`src/rtl/async_sync_pkg.sv`:
```
// Shared constants and helpers for the multi-channel async-input synchronizer/filter.
package async_sync_pkg;

    localparam int SYNC_STAGE_MIN    = 2;
    localparam int FILTER_CYCLES_MIN = 1;

    function automatic int clog2(input int value);
        int res;
        int x;
        res = 0;
        x   = value - 1;
        while (x > 0) begin
            res = res + 1;
            x   = x >> 1;
        end
        return res;
    endfunction

    // The counter needs at least one bit, even when the filter is disabled.
    function automatic int cnt_width(input int filter_cycles);
        return (clog2(filter_cycles) < 1) ? 1 : clog2(filter_cycles);
    endfunction

    function automatic bit params_ok(input int num_ch, input int sync_stage,
                                     input int filter_cycles);
        return (num_ch >= 1) && (sync_stage >= SYNC_STAGE_MIN) &&
               (filter_cycles >= FILTER_CYCLES_MIN);
    endfunction

endpackage

```
`src/rtl/sync_filter_ch.sv`:
```
// One channel: synchronizer chain, stability counter, filtered level and edge pulses.
module sync_filter_ch
    import async_sync_pkg::*;
#(
    parameter int   SYNC_STAGE    = 3,
    parameter int   FILTER_CYCLES = 4,
    parameter logic INIT_VAL      = 1'b0
) (
    input  logic clk_sync,
    input  logic rst_sync,
    input  logic data_in,
    input  logic bypass,
    output logic data_out,
    output logic rise_pulse,
    output logic fall_pulse
);

    localparam int CNT_W = cnt_width(FILTER_CYCLES);
    localparam logic [CNT_W-1:0] FULL_THR_M1 = CNT_W'(FILTER_CYCLES - 1);

    logic [SYNC_STAGE-1:0] sync_q;
    logic [CNT_W-1:0]      cnt;
    logic [CNT_W-1:0]      thr_m1;
    logic                  sync_raw;

    assign sync_raw = sync_q[SYNC_STAGE-1];
    assign thr_m1   = bypass ? '0 : FULL_THR_M1;

    // ">=" so that bypass rising mid-pending accepts the differing sample at once.
    always_ff @(posedge clk_sync) begin
        if (rst_sync) begin
            sync_q     <= {SYNC_STAGE{INIT_VAL}};
            data_out   <= INIT_VAL;
            cnt        <= '0;
            rise_pulse <= 1'b0;
            fall_pulse <= 1'b0;
        end else begin
            sync_q     <= {sync_q[SYNC_STAGE-2:0], data_in};
            rise_pulse <= 1'b0;
            fall_pulse <= 1'b0;
            if (sync_raw == data_out) begin
                cnt <= '0;
            end else if (cnt >= thr_m1) begin
                data_out   <= sync_raw;
                cnt        <= '0;
                rise_pulse <= sync_raw;
                fall_pulse <= ~sync_raw;
            end else begin
                cnt <= cnt + 1'b1;
            end
        end
    end

endmodule

```
`src/rtl/async_sync_filter_mc.sv`:
```
// NUM_CH independent synchronizer/glitch-filter channels with rise/fall pulses.
module async_sync_filter_mc
    import async_sync_pkg::*;
#(
    parameter int                NUM_CH           = 4,
    parameter int                SYNC_STAGE       = 3,
    parameter int                FILTER_CYCLES    = 4,
    parameter logic [NUM_CH-1:0] RESET_INIT_VALUE = '0
) (
    input  logic              clk_sync,
    input  logic              rst_sync,
    input  logic [NUM_CH-1:0] data_in,
    input  logic [NUM_CH-1:0] bypass,
    output logic [NUM_CH-1:0] data_out,
    output logic [NUM_CH-1:0] rise_pulse,
    output logic [NUM_CH-1:0] fall_pulse,
    output logic              change_any
);

    if (!params_ok(NUM_CH, SYNC_STAGE, FILTER_CYCLES)) begin : g_param_err
        $error("async_sync_filter_mc: illegal NUM_CH/SYNC_STAGE/FILTER_CYCLES");
    end

    for (genvar g = 0; g < NUM_CH; g++) begin : g_ch
        sync_filter_ch #(
            .SYNC_STAGE   (SYNC_STAGE),
            .FILTER_CYCLES(FILTER_CYCLES),
            .INIT_VAL     (RESET_INIT_VALUE[g])
        ) u_ch (
            .clk_sync  (clk_sync),
            .rst_sync  (rst_sync),
            .data_in   (data_in[g]),
            .bypass    (bypass[g]),
            .data_out  (data_out[g]),
            .rise_pulse(rise_pulse[g]),
            .fall_pulse(fall_pulse[g])
        );
    end

    assign change_any = |{rise_pulse, fall_pulse};

endmodule

```
`config.mk`:
```
export PLATFORM = sky130hd
export DESIGN_NAME = async_sync_filter_mc
export DESIGN_NICKNAME = d
export VERILOG_FILES = /design/src/rtl/async_sync_pkg.sv /design/src/rtl/sync_filter_ch.sv /design/src/rtl/async_sync_filter_mc.sv
export SDC_FILE = /design/constraint.sdc
export NUM_CORES = 1
export LEC_CHECK = 0
export CELL_PAD_IN_SITES_DETAIL_PLACEMENT = 1
export CELL_PAD_IN_SITES_GLOBAL_PLACEMENT = 2
export CORE_AREA = 4 4 65 67
export DETAILED_ROUTE_END_ITERATION = 10
export DIE_AREA = 0 0 69 71
export PLACE_DENSITY_LB_ADDON = 0.1
export SYNTH_ARGS = -nofsm -noshare
export SYNTH_HDL_FRONTEND = slang
export SYNTH_HIERARCHICAL = 1
export SYNTH_SLANG_ARGS = --single-unit
```
`constraint.sdc`:
```
create_clock -name clk_sync -period 3.8 [get_ports clk_sync]
set_clock_uncertainty 0.1 [all_clocks]
set_input_delay 0.57 -clock clk_sync [delete_from_list [all_inputs] [get_ports clk_sync]]
set_output_delay 0.57 -clock clk_sync [all_outputs]
set_load 0.05 [all_outputs]
```
==> impl_summary.md <==
Detailed routing
The total routed wirelength is 2.25 mm. The initial detailed-routing violation count is 24. Dividing the detail-routed wire length by the instance count gives 11.9 µm. The post-route DRC violation count is 0.

Summing over every cut layer, the via total after detailed routing is 874. The number of nets with antenna violations after detailed routing is 0. The via-per-instance ratio is 4.62. The first detailed-routing pass ran for 3 iterations.

Setup path
The most critical setup path has its startpoint at g_ch[1].u_ch/rise_pulse$_SDFF_PP0_. The worst setup path endpoint is change_any. STA classifies the critical path endpoint as an output port. The critical path goes through nor4_1 -> nand2_1 -> clkdlybuf4s50_1. The largest stage delay on the critical path is 0.70 ns. The worst setup path is of the reg2out kind. The worst path arrival time is 1.73 ns. In this run the critical register-to-register path is launched from g_ch[2].u_ch/cnt[0]$_SDFF_PP0_. The critical path data required time is 3.13 ns. The master of the slowest instance on the critical path is sky130_fd_sc_hd__clkdlybuf4s50_1.

For flop-to-flop paths, the worst setup slack is 2.22 ns. The reg-to-reg endpoint is g_ch[2].u_ch/cnt[1]$_SDFF_PP0_. Counting cells, the worst reg-to-reg path comes to 5.

The maximum fanout encountered on the critical timing path is 2. The category of the worst setup path launch point is a flop.

CTS
The clock net in this run drives a total of 32 sinks. Post-CTS timing repair inserted 0 buffers for setup. The clock tree buffer depth is 2. The clock root buffer is sky130_fd_sc_hd__clkbuf_8. In this run, post-CTS repair resized a total of 0 instances. The CTS buffer count is 5. The count of hold buffers inserted by post-cts repair is 0. TritonCTS built the clock tree.

In this run the number of H-tree levels came out at 2. After clock tree synthesis, the clock-pin slew on the worst setup and hold paths is 0.06 ns. Clock latency on the worst-skew pair, taken at its later pin, is 0.27 ns.

STA
Measured against its own limit, the worst slew margin works out to 0.359. In the finished design, the share of the clock period the worst path needs comes to 0.632. The worst setup slack after layout is 1.40 ns. Setup repair after global routing left no endpoint under its margin.

The highest clock frequency the design can meet is 416 MHz. The total count of max-transition violations in the final report is 0. The worst-margin pin slew is 0.959 ns. After routing, the total negative slack on setup checks comes to 0 ns. The number of endpoints with negative hold slack in the final report came to 0.

Setup violations remaining at the end of the flow were counted as 0. The final critical-path required period is 2.40 ns.

Global routing
The most heavily used metal layer in global routing is met2. The initial antenna violation count is 0. The via count of the first global-routing pass was 971.

The first global-routing pass estimated 4.04 mm of wire. The met1 global-route usage is 0.106. The overall global routing resource usage is 0.103. In the global route stage, met3 resource usage came out at 0.0384. The pin count of the biggest net entering global routing is 26. The remaining global-route overflow is 0. The fraction of met2 tracks used by global routing is 0.181.

Logic synthesis
By count the netlist is led by 32 x sky130_fd_sc_hd__dfxtp_1, 12 x sky130_fd_sc_hd__nor2b_1. The share of synthesized area in the top cell type comes to 0.509. The net count after synthesis is 129. sky130_fd_sc_hd__dfxtp_1 is the most common cell in the netlist. Of all cell types, the one taking the most synthesized area is sky130_fd_sc_hd__dfxtp_1. The number of flops mapped to enable cells by yosys is 0.

In this run, synthesis produced a sequential element count of 32. The gate count of the mapped netlist is 111. During synthesis, Yosys emitted a total of 6 warnings. The number of distinct library cells after synthesis is 15. The average instance area after synthesis is 11.3 µm². Sorting the synthesized cells by area gives the leading types as sky130_fd_sc_hd__dfxtp_1 51%, sky130_fd_sc_hd__ha_1 8.0%, sky130_fd_sc_hd__nor2b_1 6.0%. The summed instance area of the synthesized netlist is 1260 µm². The register area share after synthesis is 0.509. In the synthesized netlist the async set-or-reset flop fraction comes to 0. In the synthesized netlist the dominant register cell turns out to be sky130_fd_sc_hd__dfxtp_1.

Place
The placed instance count is 182. The congestion estimate from routability-driven global placement came to 0.670. The count of port buffers added during placement is 22. The half-perimeter wire length after detailed placement is 1.75 mm. The worst setup slack after placement is 1.47 ns.

Die
The number of top-level design ports is 23. In this run the core area contains 22 standard-cell rows. The initial utilization of the core area, before any placement, comes to 0.346. The floorplan step defined a die boundary enclosing 4900 µm². The region available for standard cell placement spans 3630 µm². The die is 69 µm wide. Measured along the y axis, the die boundary spans 71 µm.

Finish
The total inserted antenna cells is 0. The count of non-filler cells in the finished layout is 189. The net total in the final layout is 159. Of the cells placed in the final design, the portion with a size suffix greater than 1 is 0.0780. Compared with the post-synthesis result, the final layout area differs by 29.1%.

Hold path
Counting instances, the worst hold path has a depth of 1. In this run the worst hold path is classified as reg2reg.

Pwr
Power spread over the standard cell area amounts to 386 nW/µm². The worst vdd rail ir drop is 0.235 mV. Overall power consumption after layout is estimated at 0.000626 W. The analysis attributes to cell leakage a power of 0.635 nW.

Job
The reported max-cap violation count is 0.

Outcome
The flow ran to the end, and the final reports show no timing, DRC or antenna violations.
-- cell type report --
class / count / area, µm²
clock buffer: 6 / 72.6
clock inverter: 1 / 5.00
fill: 415 / 2010
inverter: 8 / 30.0
multi-input combinational: 71 / 587
sequential: 32 / 641
tap: 48 / 60.1
timing repair buffer: 23 / 228
-- cell usage in the layout (no fill, tap or decap) --
cell type,n
sky130_fd_sc_hd__dfxtp_1,32
sky130_fd_sc_hd__clkdlybuf4s50_1,22
sky130_fd_sc_hd__nor2b_1,12
sky130_fd_sc_hd__inv_1,8
sky130_fd_sc_hd__nor4b_1,8
sky130_fd_sc_hd__and2_1,8
sky130_fd_sc_hd__or2b_1,8
sky130_fd_sc_hd__ha_1,8
sky130_fd_sc_hd__clkbuf_8,5
sky130_fd_sc_hd__nand2b_1,4
sky130_fd_sc_hd__a21oi_1,4
sky130_fd_sc_hd__xnor2_1,4
sky130_fd_sc_hd__a2111oi_2,4
sky130_fd_sc_hd__xor2_1,4
sky130_fd_sc_hd__mux2i_1,4
sky130_fd_sc_hd__nor4_1,2
sky130_fd_sc_hd__nand2_1,1
sky130_fd_sc_hd__clkbuf_1,1
sky130_fd_sc_hd__clkinv_2,1
sky130_fd_sc_hd__buf_4,1
-- kinds of logic after synthesis --
| group | count (synthesis) | synth area share |
|---|---|---|
| buf+inv | 8 | 0.0239 |
| mux | 4 | 0.0318 |
| compound gates | 8 | 0.0637 |
| xor+xnor | 8 | 0.0557 |
| simple gates | 43 | 0.236 |
| fa+ha+maj | 8 | 0.0796 |
| flops | 32 | 0.509 |
-- power breakdown --
group	internal, W	switching, W
Sequential	0.000343	0.00000359
Combinational	0.0000245	0.0000250
Clock	0.000124	0.000107
Total	0.000491	0.000135
-- sequential cells by signal, indices dropped and copies added, names as in the netlist --
register / count
g_ch.u_ch/sync_q: 12
g_ch.u_ch/cnt: 8
g_ch.u_ch/data_out: 4
g_ch.u_ch/fall_pulse: 4
g_ch.u_ch/rise_pulse: 4
-- stage by stage --
step	instance area (µm²)	hold slack, ns	util
6_report	1620	0.338	0.447
4_1_cts	1620	0.344	0.447
3_3_place_gp	1550	0.318	0.425
2_1_floorplan	1260	0.314	-
3_5_place_dp	1550	0.332	0.425
5_1_grt	1620	0.359	0.447
-- worst min-delay path by stage --
stage                                                  from                                end  slack (ns)
after CTS                 g_ch[1].u_ch/sync_q[0]$_SDFF_PP0_  g_ch[1].u_ch/sync_q[1]$_SDFF_PP0_        0.34
after global placement    g_ch[2].u_ch/sync_q[1]$_SDFF_PP0_  g_ch[2].u_ch/sync_q[2]$_SDFF_PP0_        0.32
after detailed placement  g_ch[1].u_ch/sync_q[1]$_SDFF_PP0_  g_ch[1].u_ch/sync_q[2]$_SDFF_PP0_        0.33
after global routing      g_ch[3].u_ch/sync_q[0]$_SDFF_PP0_  g_ch[3].u_ch/sync_q[1]$_SDFF_PP0_        0.36
final                     g_ch[1].u_ch/sync_q[1]$_SDFF_PP0_  g_ch[1].u_ch/sync_q[2]$_SDFF_PP0_        0.34
after floorplan           g_ch[0].u_ch/sync_q[0]$_SDFF_PP0_  g_ch[0].u_ch/sync_q[1]$_SDFF_PP0_        0.31
-- critical path: cells and delay by family, from the launching register on --
| family | cells | cell delay (ns) |
|---|---|---|
| buf+inv | 1 | 0.70 |
| simple gates | 2 | 0.45 |
| flops | 1 | 0.31 |
-- metal layers --
metal | wire length, µm | up-vias | part of all wire
met5 | 0 | - | 0
met3 | 108 | 5 | 0.048
met1 | 963 | 419 | 0.43
li1 | - | 433 | -
met4 | 45 | 0 | 0.020
met2 | 1140 | 17 | 0.50
Note: power is estimated with default switching activity, not from simulation.
